## src/rtl/st_commit_buffer_pkg.sv

```systemverilog
// rtl/st_commit_buffer_pkg.sv - shared types for the store commit buffer
package st_commit_buffer_pkg;

    localparam int ST_PLEN = 34;
    localparam int ST_XLEN = 32;

    typedef enum logic [1:0] {
        SIZE_B = 2'd0,
        SIZE_H = 2'd1,
        SIZE_W = 2'd2
    } st_size_e;

    typedef struct packed {
        logic [ST_PLEN-1:0]   paddr;
        logic [ST_XLEN-1:0]   data;
        logic [ST_XLEN/8-1:0] be;
        st_size_e             size;
        logic                 valid;
    } st_entry_t;

    typedef enum logic {
        DRAIN_IDLE = 1'b0,
        DRAIN_REQ  = 1'b1
    } drain_state_t;

endpackage

```

## src/rtl/st_fifo.sv

```systemverilog
// rtl/st_fifo.sv - circular store-entry queue with a per-entry word-offset view
module st_fifo
    import st_commit_buffer_pkg::*;
#(
    parameter int DEPTH = 4
) (
    input  logic                     clk,
    input  logic                     rst,
    input  logic                     flush,
    input  logic                     push,
    input  st_entry_t                push_entry,
    input  logic                     pop,
    output st_entry_t                head,
    output logic                     full,
    output logic                     empty,
    output logic [$clog2(DEPTH):0]   count,
    output logic [DEPTH-1:0]         entry_valid,
    output logic [9:0]               entry_word [DEPTH]
);

    localparam int PW = $clog2(DEPTH);
    localparam int CW = PW + 1;
    localparam logic [CW-1:0] FULL_COUNT = CW'(DEPTH);

    st_entry_t     mem [DEPTH];
    logic [PW-1:0] head_ptr;
    logic [PW-1:0] tail_ptr;
    logic          do_push;
    logic          do_pop;

    assign full    = (count == FULL_COUNT);
    assign empty   = (count == '0);
    // Only valid entries are ever stored, so the valid flag doubles as the push qualifier.
    assign do_push = push && push_entry.valid && !full;
    assign do_pop  = pop && !empty;
    assign head    = mem[head_ptr];

    always_comb begin
        entry_valid = '0;
        for (int i = 0; i < DEPTH; i++) begin
            entry_valid[i] = mem[i].valid;
            entry_word[i]  = mem[i].paddr[11:2];
        end
    end

    always_ff @(posedge clk) begin
        if (rst || flush) begin
            head_ptr <= '0;
            tail_ptr <= '0;
            count    <= '0;
            for (int i = 0; i < DEPTH; i++) begin
                mem[i].valid <= 1'b0;
            end
        end else begin
            if (do_pop) begin
                mem[head_ptr].valid <= 1'b0;
                head_ptr            <= head_ptr + 1'b1;
            end
            if (do_push) begin
                mem[tail_ptr] <= push_entry;
                tail_ptr      <= tail_ptr + 1'b1;
            end
            count <= count + CW'(do_push) - CW'(do_pop);
        end
    end

endmodule

```

## src/rtl/st_commit_buffer.sv

```systemverilog
// rtl/st_commit_buffer.sv - speculative and commit store queues with req/gnt drain
module st_commit_buffer
    import st_commit_buffer_pkg::*;
#(
    parameter int SPEC_DEPTH   = 4,
    parameter int COMMIT_DEPTH = 4,
    parameter int PLEN         = ST_PLEN,
    parameter int XLEN         = ST_XLEN
) (
    input  logic              clk_i,
    input  logic              rst_i,
    input  logic              flush_i,
    input  logic              valid_i,
    output logic              ready_o,
    input  logic [PLEN-1:0]   paddr_i,
    input  logic [XLEN-1:0]   data_i,
    input  logic [XLEN/8-1:0] be_i,
    input  logic [1:0]        data_size_i,
    input  logic              commit_i,
    output logic              commit_ready_o,
    input  logic [11:0]       page_offset_i,
    output logic              page_offset_matches_o,
    output logic              no_st_pending_o,
    output logic              store_buffer_empty_o,
    output logic              req_o,
    output logic [PLEN-1:0]   addr_o,
    output logic [XLEN-1:0]   wdata_o,
    output logic [XLEN/8-1:0] be_o,
    output logic [1:0]        size_o,
    input  logic              gnt_i
);

    localparam int SCW = $clog2(SPEC_DEPTH) + 1;
    localparam int CCW = $clog2(COMMIT_DEPTH) + 1;

    st_entry_t         spec_in;
    st_entry_t         spec_head;
    st_entry_t         commit_head;
    logic              spec_push;
    logic              spec_full;
    logic              spec_empty;
    logic [SCW-1:0]    spec_count;
    logic [SPEC_DEPTH-1:0]   spec_valid;
    logic [9:0]        spec_word [SPEC_DEPTH];
    logic              commit_push;
    logic              commit_pop;
    logic              commit_full;
    logic              commit_empty;
    logic [CCW-1:0]    commit_count;
    logic [COMMIT_DEPTH-1:0] commit_valid;
    logic [9:0]        commit_word [COMMIT_DEPTH];
    drain_state_t      state;
    logic              req_active;
    logic              unused_offset_lsb;

    assign spec_in = '{paddr: paddr_i, data: data_i, be: be_i,
                       size: st_size_e'(data_size_i), valid: 1'b1};

    // Status reflects current occupancy only; a same-cycle pop gives no extra credit.
    assign ready_o        = !spec_full;
    assign commit_ready_o = !commit_full;

    // A store arriving together with flush is discarded along with the queue.
    assign spec_push   = valid_i && !spec_full && !flush_i;
    assign commit_push = commit_i && !commit_full && (spec_count != '0);
    assign commit_pop  = (state == DRAIN_REQ) && gnt_i;

    st_fifo #(.DEPTH(SPEC_DEPTH)) u_spec_fifo (
        .clk         (clk_i),
        .rst         (rst_i),
        .flush       (flush_i),
        .push        (spec_push),
        .push_entry  (spec_in),
        .pop         (commit_push),
        .head        (spec_head),
        .full        (spec_full),
        .empty       (spec_empty),
        .count       (spec_count),
        .entry_valid (spec_valid),
        .entry_word  (spec_word)
    );

    st_fifo #(.DEPTH(COMMIT_DEPTH)) u_commit_fifo (
        .clk         (clk_i),
        .rst         (rst_i),
        .flush       (1'b0),
        .push        (commit_push),
        .push_entry  (spec_head),
        .pop         (commit_pop),
        .head        (commit_head),
        .full        (commit_full),
        .empty       (commit_empty),
        .count       (commit_count),
        .entry_valid (commit_valid),
        .entry_word  (commit_word)
    );

    // Leave REQ only when the granted entry was the last one and nothing new arrives.
    always_ff @(posedge clk_i) begin
        if (rst_i) begin
            state <= DRAIN_IDLE;
        end else begin
            case (state)
                DRAIN_IDLE: if (!commit_empty) state <= DRAIN_REQ;
                DRAIN_REQ:  if (commit_pop && (commit_count == CCW'(1)) && !commit_push)
                                state <= DRAIN_IDLE;
                default:    state <= DRAIN_IDLE;
            endcase
        end
    end

    assign req_active = (state == DRAIN_REQ) && commit_head.valid;
    assign req_o      = req_active;
    assign addr_o     = req_active ? commit_head.paddr : '0;
    assign wdata_o    = req_active ? commit_head.data  : '0;
    assign be_o       = req_active ? commit_head.be    : '0;
    assign size_o     = req_active ? 2'(commit_head.size) : 2'b00;

    assign no_st_pending_o      = commit_empty && (state == DRAIN_IDLE);
    assign store_buffer_empty_o = spec_empty && commit_empty;

    // Hazard granularity is the 32-bit word, so the two byte-offset bits are ignored.
    assign unused_offset_lsb = ^page_offset_i[1:0];

    always_comb begin
        page_offset_matches_o = 1'b0;
        for (int i = 0; i < SPEC_DEPTH; i++) begin
            if (spec_valid[i] && (spec_word[i] == page_offset_i[11:2]))
                page_offset_matches_o = 1'b1;
        end
        for (int i = 0; i < COMMIT_DEPTH; i++) begin
            if (commit_valid[i] && (commit_word[i] == page_offset_i[11:2]))
                page_offset_matches_o = 1'b1;
        end
    end

endmodule
```

## config.mk

```make
export PLATFORM = sky130hd
export DESIGN_NAME = st_commit_buffer
export DESIGN_NICKNAME = d
export VERILOG_FILES = /design/src/rtl/st_commit_buffer_pkg.sv /design/src/rtl/st_fifo.sv /design/src/rtl/st_commit_buffer.sv
export SDC_FILE = /design/constraint.sdc
export NUM_CORES = 1
export LEC_CHECK = 0
export CORE_AREA = 2 2 288 290
export CTS_CLUSTER_SIZE = 10
export DETAILED_ROUTE_END_ITERATION = 10
export DIE_AREA = 0 0 290 292
export GPL_TIMING_DRIVEN = 0
export PLACE_DENSITY = 0.44
export SLEW_MARGIN = 10
export SYNTH_ARGS = -nofsm -noshare
export SYNTH_HDL_FRONTEND = slang
export SYNTH_HIERARCHICAL = 1
export SYNTH_SLANG_ARGS = --single-unit
```

## constraint.sdc

```tcl
create_clock -name clk_i -period 4.1 [get_ports clk_i]
set_clock_uncertainty 0.05 [all_clocks]
set_input_delay 0.82 -clock clk_i [delete_from_list [all_inputs] [get_ports clk_i]]
set_output_delay 0.82 -clock clk_i [all_outputs]
set_load 0.03 [all_outputs]
```

; ---- Yosys cells after proc, flatten, opt, wreduce, memory -nomap -nowiden
; Memories as Yosys holds them, arrays and structs flattened. A register that Yosys moved wholly into a read port is not among the register bits.
; Cells that the tools add are included.
[totals]
ff_bits = 15
mem_bits_rw = 584
inputBits = 90
output_inout_bits = 78
word_cells = 113
memories = 2
[memory_table]
columns = memory, words, word_bits, rd, rd_ports_with_merged_regs, write_ports, line_no
row1 = u_commit_fifo.mem, 4, 73, 5, 1, 4, st_fifo.sv:25  ; st_entry_t mem [DEPTH];
row2 = u_spec_fifo.mem, 4, 73, 5, 1, 4, st_fifo.sv:25
[op_classes]
addsub = 8
eq_ne = 11
n_mux = 47
n_bitwise = 1
reduce_logical = 37
[op_table]
columns = cell, n
row1 = 73-bit two-way mux, 4
row2 = 73-bit OR reduction, 4
row3 = 10-bit == test, 8
row4 = 34-bit two-way mux, 1
row5 = 32-bit two-way mux, 1
row6 = 1-bit two-way mux, 26
row7 = 2-bit two-way mux, 13
row8 = 1-bit logical AND, 23
row9 = "2-bit by 1-bit adder with 2-bit output, second input constant", 4
row10 = 3-bit by 1-bit adder with 3-bit output, 2
row11 = "3-bit == test, second input constant", 2
row12 = 1-bit logical NOT, 6
row13 = 3-bit logical NOT, 2
row14 = 3-bit by 1-bit subtractor with 3-bit output, 2
row15 = 4-bit two-way mux, 1
row16 = "3-bit by 1-bit == test with 1-bit output, second input constant", 1
row17 = 3-bit nonzero test, 1
row18 = 1-bit case mux with 2 select lines, 1
row19 = 1-bit logical OR, 1
row20 = 1-bit NOT, 1

; ---- Longest topological paths before layout
[logic_depth]
word_depth = 11
depth_mapped = 13

; ---- Cells and area by module
; The synthesis kept the hierarchy.
[modules_own_cells]
columns = mod, n_inst, cells_per_inst, area_each_um2, seq_area_each_um2
row1 = st_fifo, 2, 491, 11378.4, 8948.6
row2 = st_commit_buffer, 1, 220, 1594.0, 20.0

; ---- Least setup slack after synthesis
; OpenSTA, ideal clock, no wires.
[synth_path]
kind = register to register
from = register u_commit_fifo.count[2]
to = memory u_commit_fifo/mem[0][10] (netlist name) (enable)
setup_ns = 0.438
t_arrival_ns = 3.270
slack_ns = 0.342
stages_incl_launch_ff = 9
period_less_slack_ns = 3.758
cell_sequence = dfxtp_1 > or3b_4 > inv_2 > inv_1 > o311a_1 > nand2_1 > nor2_2 > buf_2 > and3_1
[synth_rtl]
columns = element, line_no
row1 = "start, declared", st_fifo.sv:16  ; output logic [$clog2(DEPTH):0] count,
row2 = "start signal, assigned", st_fifo.sv:63  ; count <= count + CW'(do_push) - CW'(do_pop);
row3 = "end, declared", st_fifo.sv:25

==> metrics <==
fill cell total of the finished layout=7527; uppermost routed layer=met5; area share of the largest cell type after synthesis=72.0%; sum of net half-perimeters after detailed placement=37300 um; classification of the worst-slack hold path=reg -> reg; utilization of the core after routing=36.3%; initial antenna violation count=8; met1 routed wirelength after detailed routing=25600 um; Worst Setup Start Kind=register; period utilisation layout=97.1%; PnR worst setup slack=0.117 ns; Critical Path RT=3.23 ns; largest net degree at the start of global routing=39; total length of routed met3 wires=2460 um; most frequent cell after synthesis=sky130_fd_sc_hd__edfxtp_1; final number of hold-violating endpoints=0; number of buffers inserted by port buffering=155; post-route antenna net violation count=0; data arrival time of the critical path=3.11 ns; clock transition at the registers of the reported paths=0.06 ns; Most used DFF post-synth=sky130_fd_sc_hd__edfxtp_1; maximum clock rate=251 MHz; met2 wire length=29200 um; VDD IR-drop max=0.222 mV; detailed router's first-iteration violation count=615; cell types with the largest area share after synthesis=sky130_fd_sc_hd__edfxtp_1, sky130_fd_sc_hd__mux4_2, sky130_fd_sc_hd__buf_4; drt total wl=58600 um; syn avg cell area=20.3 sq um; floorplan die area=84700 sq um; Yosys Warn Count=6; placed instance count=2440; Vert. Die Dim=292 um; clock tree from TritonCTS=done; outcome=finished clean; Leakage Power=9.58 nW; total global routing overflow=0; number of buffers created by CTS=73; worst relative slew slack=37.5%; Critical path destination=addr_o[17]; average via count per standard cell=4.58; first-pass GRT wire length=85500 um; post-route cell area=29600 sq um; Die Width=290 um; total chip power=12.5 mW; fraction of final layout cells sized beyond drive strength 1=26.1%; number of failing setup endpoints in the final timing report=0; Worst Tran Pin Value=0.937 ns; sequential element share of the synthesized area=73.6%; Post-Place Worst Slack=-0.0686 ns; num rows=105; count of non-filler cells in the finished layout=2543; clock period minus worst slack=3.98 ns; final RePlAce weighted congestion=0.750; post-synthesis register bit count=603; multi-input logic area=5440 sq um; Max Buffers Root-to-Sink=3; area taken by flip-flops and latches=17900 sq um; library cell occupying the most area in the post-synthesis netlist=sky130_fd_sc_hd__edfxtp_1; Setup Total Neg Slack=0 ns; highest fanout seen on the critical path=10; Synth-to-Final Area Change=21.5%; clock sink total=603; overall via count from detail_route=11635; Worst-Skew Late Latency=0.59 ns; depth of the CTS H-tree=3; Worst R2R End=u_commit_fifo/mem[1][31]$_DFFE_PP_; Gate Count Post-Synth=1202; worst hold-check slack=0.469 ns; Setup crit end kind=output pin; setup repair after global routing missed its margin=no; number of synthesized flops with an enable pin=584; share of async-settable or async-resettable flops after synthesis=0%; overall global routing resource usage=14.0%; Floorplan Core Area=81600 sq um; top cell types by occurrence after synthesis=sky130_fd_sc_hd__edfxtp_1, sky130_fd_sc_hd__mux4_2, sky130_fd_sc_hd__buf_4, sky130_fd_sc_hd__and3_1, sky130_fd_sc_hd__xnor2_1; Reg2Reg Launch Point=u_commit_fifo/count[1]$_SDFF_PP0_; WS Path Type=reg -> out; count of maximum capacitance violations=0; number of library cell types mapped by synthesis=40; Worst R2R Setup Slack=0.93 ns; placed standard-cell area=27600 sq um; number of pins exceeding their max-slew limit in the final report=0; netlist area before placement=24400 sq um; Detailed Routing Iterations Pass 1=5; DRC=0; buffer type at the clock tree root=sky130_fd_sc_hd__clkbuf_16; Wirelength per Cell=23.1 um; number of nets in the final layout=1549; cell area power density=423 nW/um^2; vias in the first global route=12606; starting density of the core=29.8%; Worst Reg2Reg Path Length in Cells=9; count of boundary I/O pins=168
-- worst max-delay path, cell delays in order (launching register included) --
cell and delay [ns]:
sky130_fd_sc_hd__dfxtp_1 0.30, sky130_fd_sc_hd__clkbuf_4 0.33, sky130_fd_sc_hd__buf_1 0.58, sky130_fd_sc_hd__mux4_2 0.50, sky130_fd_sc_hd__and3_1 0.22, sky130_fd_sc_hd__clkdlybuf4s50_1 0.59
-- layout by cell type, fill, tap and decap left out, types with 14 or more instances in the layout --
cell | Yosys | layout
sky130_fd_sc_hd__xor2_1 | 36 | 36
sky130_fd_sc_hd__buf_1 | 14 | 14
sky130_fd_sc_hd__buf_2 | 18 | 17
sky130_fd_sc_hd__nor2_1 | 14 | 14
sky130_fd_sc_hd__edfxtp_1 | 584 | 584
sky130_fd_sc_hd__clkdlybuf4s50_1 | 0 | 151
sky130_fd_sc_hd__nand4_1 | 16 | 16
sky130_fd_sc_hd__clkbuf_16 | 0 | 73
sky130_fd_sc_hd__and3_1 | 88 | 80
sky130_fd_sc_hd__dfxtp_1 | 19 | 19
sky130_fd_sc_hd__clkbuf_1 | 19 | 25
sky130_fd_sc_hd__xnor2_1 | 54 | 54
sky130_fd_sc_hd__buf_4 | 89 | 92
sky130_fd_sc_hd__mux4_2 | 146 | 146
-- routing by layer --
layer / GRT usage (%) / vias up
li1: - / 5232
met1: 18.0 / 6088
met2: 23.7 / 222
met3: 2.87 / 87
met4: 4.38 / 6
met5: 0 / -
-- how the worst min path moves through the flow --
stage	from	end	slack, ns	depth (start not counted)
floorplan	u_commit_fifo/tail_ptr[0]$_SDFFE_PP0P_	u_commit_fifo/tail_ptr[0]$_SDFFE_PP0P_	0.43	2
CTS	u_spec_fifo/tail_ptr[0]$_SDFFE_PP0P_	u_spec_fifo/tail_ptr[0]$_SDFFE_PP0P_	0.47	2
global placement	u_spec_fifo/tail_ptr[1]$_SDFFE_PP0P_	u_spec_fifo/tail_ptr[1]$_SDFFE_PP0P_	0.47	2
global route	u_spec_fifo/tail_ptr[0]$_SDFFE_PP0P_	u_spec_fifo/tail_ptr[0]$_SDFFE_PP0P_	0.50	2
finish	u_spec_fifo/tail_ptr[0]$_SDFFE_PP0P_	u_spec_fifo/tail_ptr[0]$_SDFFE_PP0P_	0.47	2
detailed placement	u_spec_fifo/tail_ptr[0]$_SDFFE_PP0P_	u_spec_fifo/tail_ptr[0]$_SDFFE_PP0P_	0.46	2
-- logic make-up (layout without fill, tap and decap cells) --
kind of cell,after synthesis,in the layout,synth area share (%)
AOI/OAI and AO/OA,27,27,0.781
xor gates and xnor gates,90,90,3.24
and+or+nand+nor,159,159,3.93
DFF,603,603,73.6
other,2,6,0.0308
adders and majority gates,12,12,0.678
buffers and inverters,163,430,4.26
muxes,146,146,13.5
-- report_power, final --
group | internal (mW) | switching [mW] | leakage [nW]
sequential | 6.73 | 0.00486 | 5.42
combinational | 0.126 | 0.127 | 3.20
clock | 3.20 | 2.32 | 0.963
-- timing repair --
action,in CTS,in global routing
endpoints found under the setup margin,72,3
setup buffers,3,0
hold endpoints to repair,0,0
resized for setup,11,2
hold buffers,0,0
-- flip-flops by register name, summed over array words and instances (netlist names), named ones only --
name	flops
u_spec_fifo/tail_ptr	2
u_commit_fifo/count	3
state	1
u_spec_fifo/mem	292
u_spec_fifo/head_ptr	2
u_commit_fifo/tail_ptr	2
u_spec_fifo/count	3
u_commit_fifo/head_ptr	2
u_commit_fifo/mem	292
-- area by class of cell --
type,count,area share [%]
Timing Repair Buffer,169,6.33
Buffer,150,3.40
Clock buffer,86,6.34
Tap cell,1070,4.52
Sequential cell,603,60.6
Clock inverter,13,0.292
Antenna cell,2,0.0169
Multi-Input combinational cell,438,18.4
Inverter,12,0.152
(Power assumes the default switching activity.)
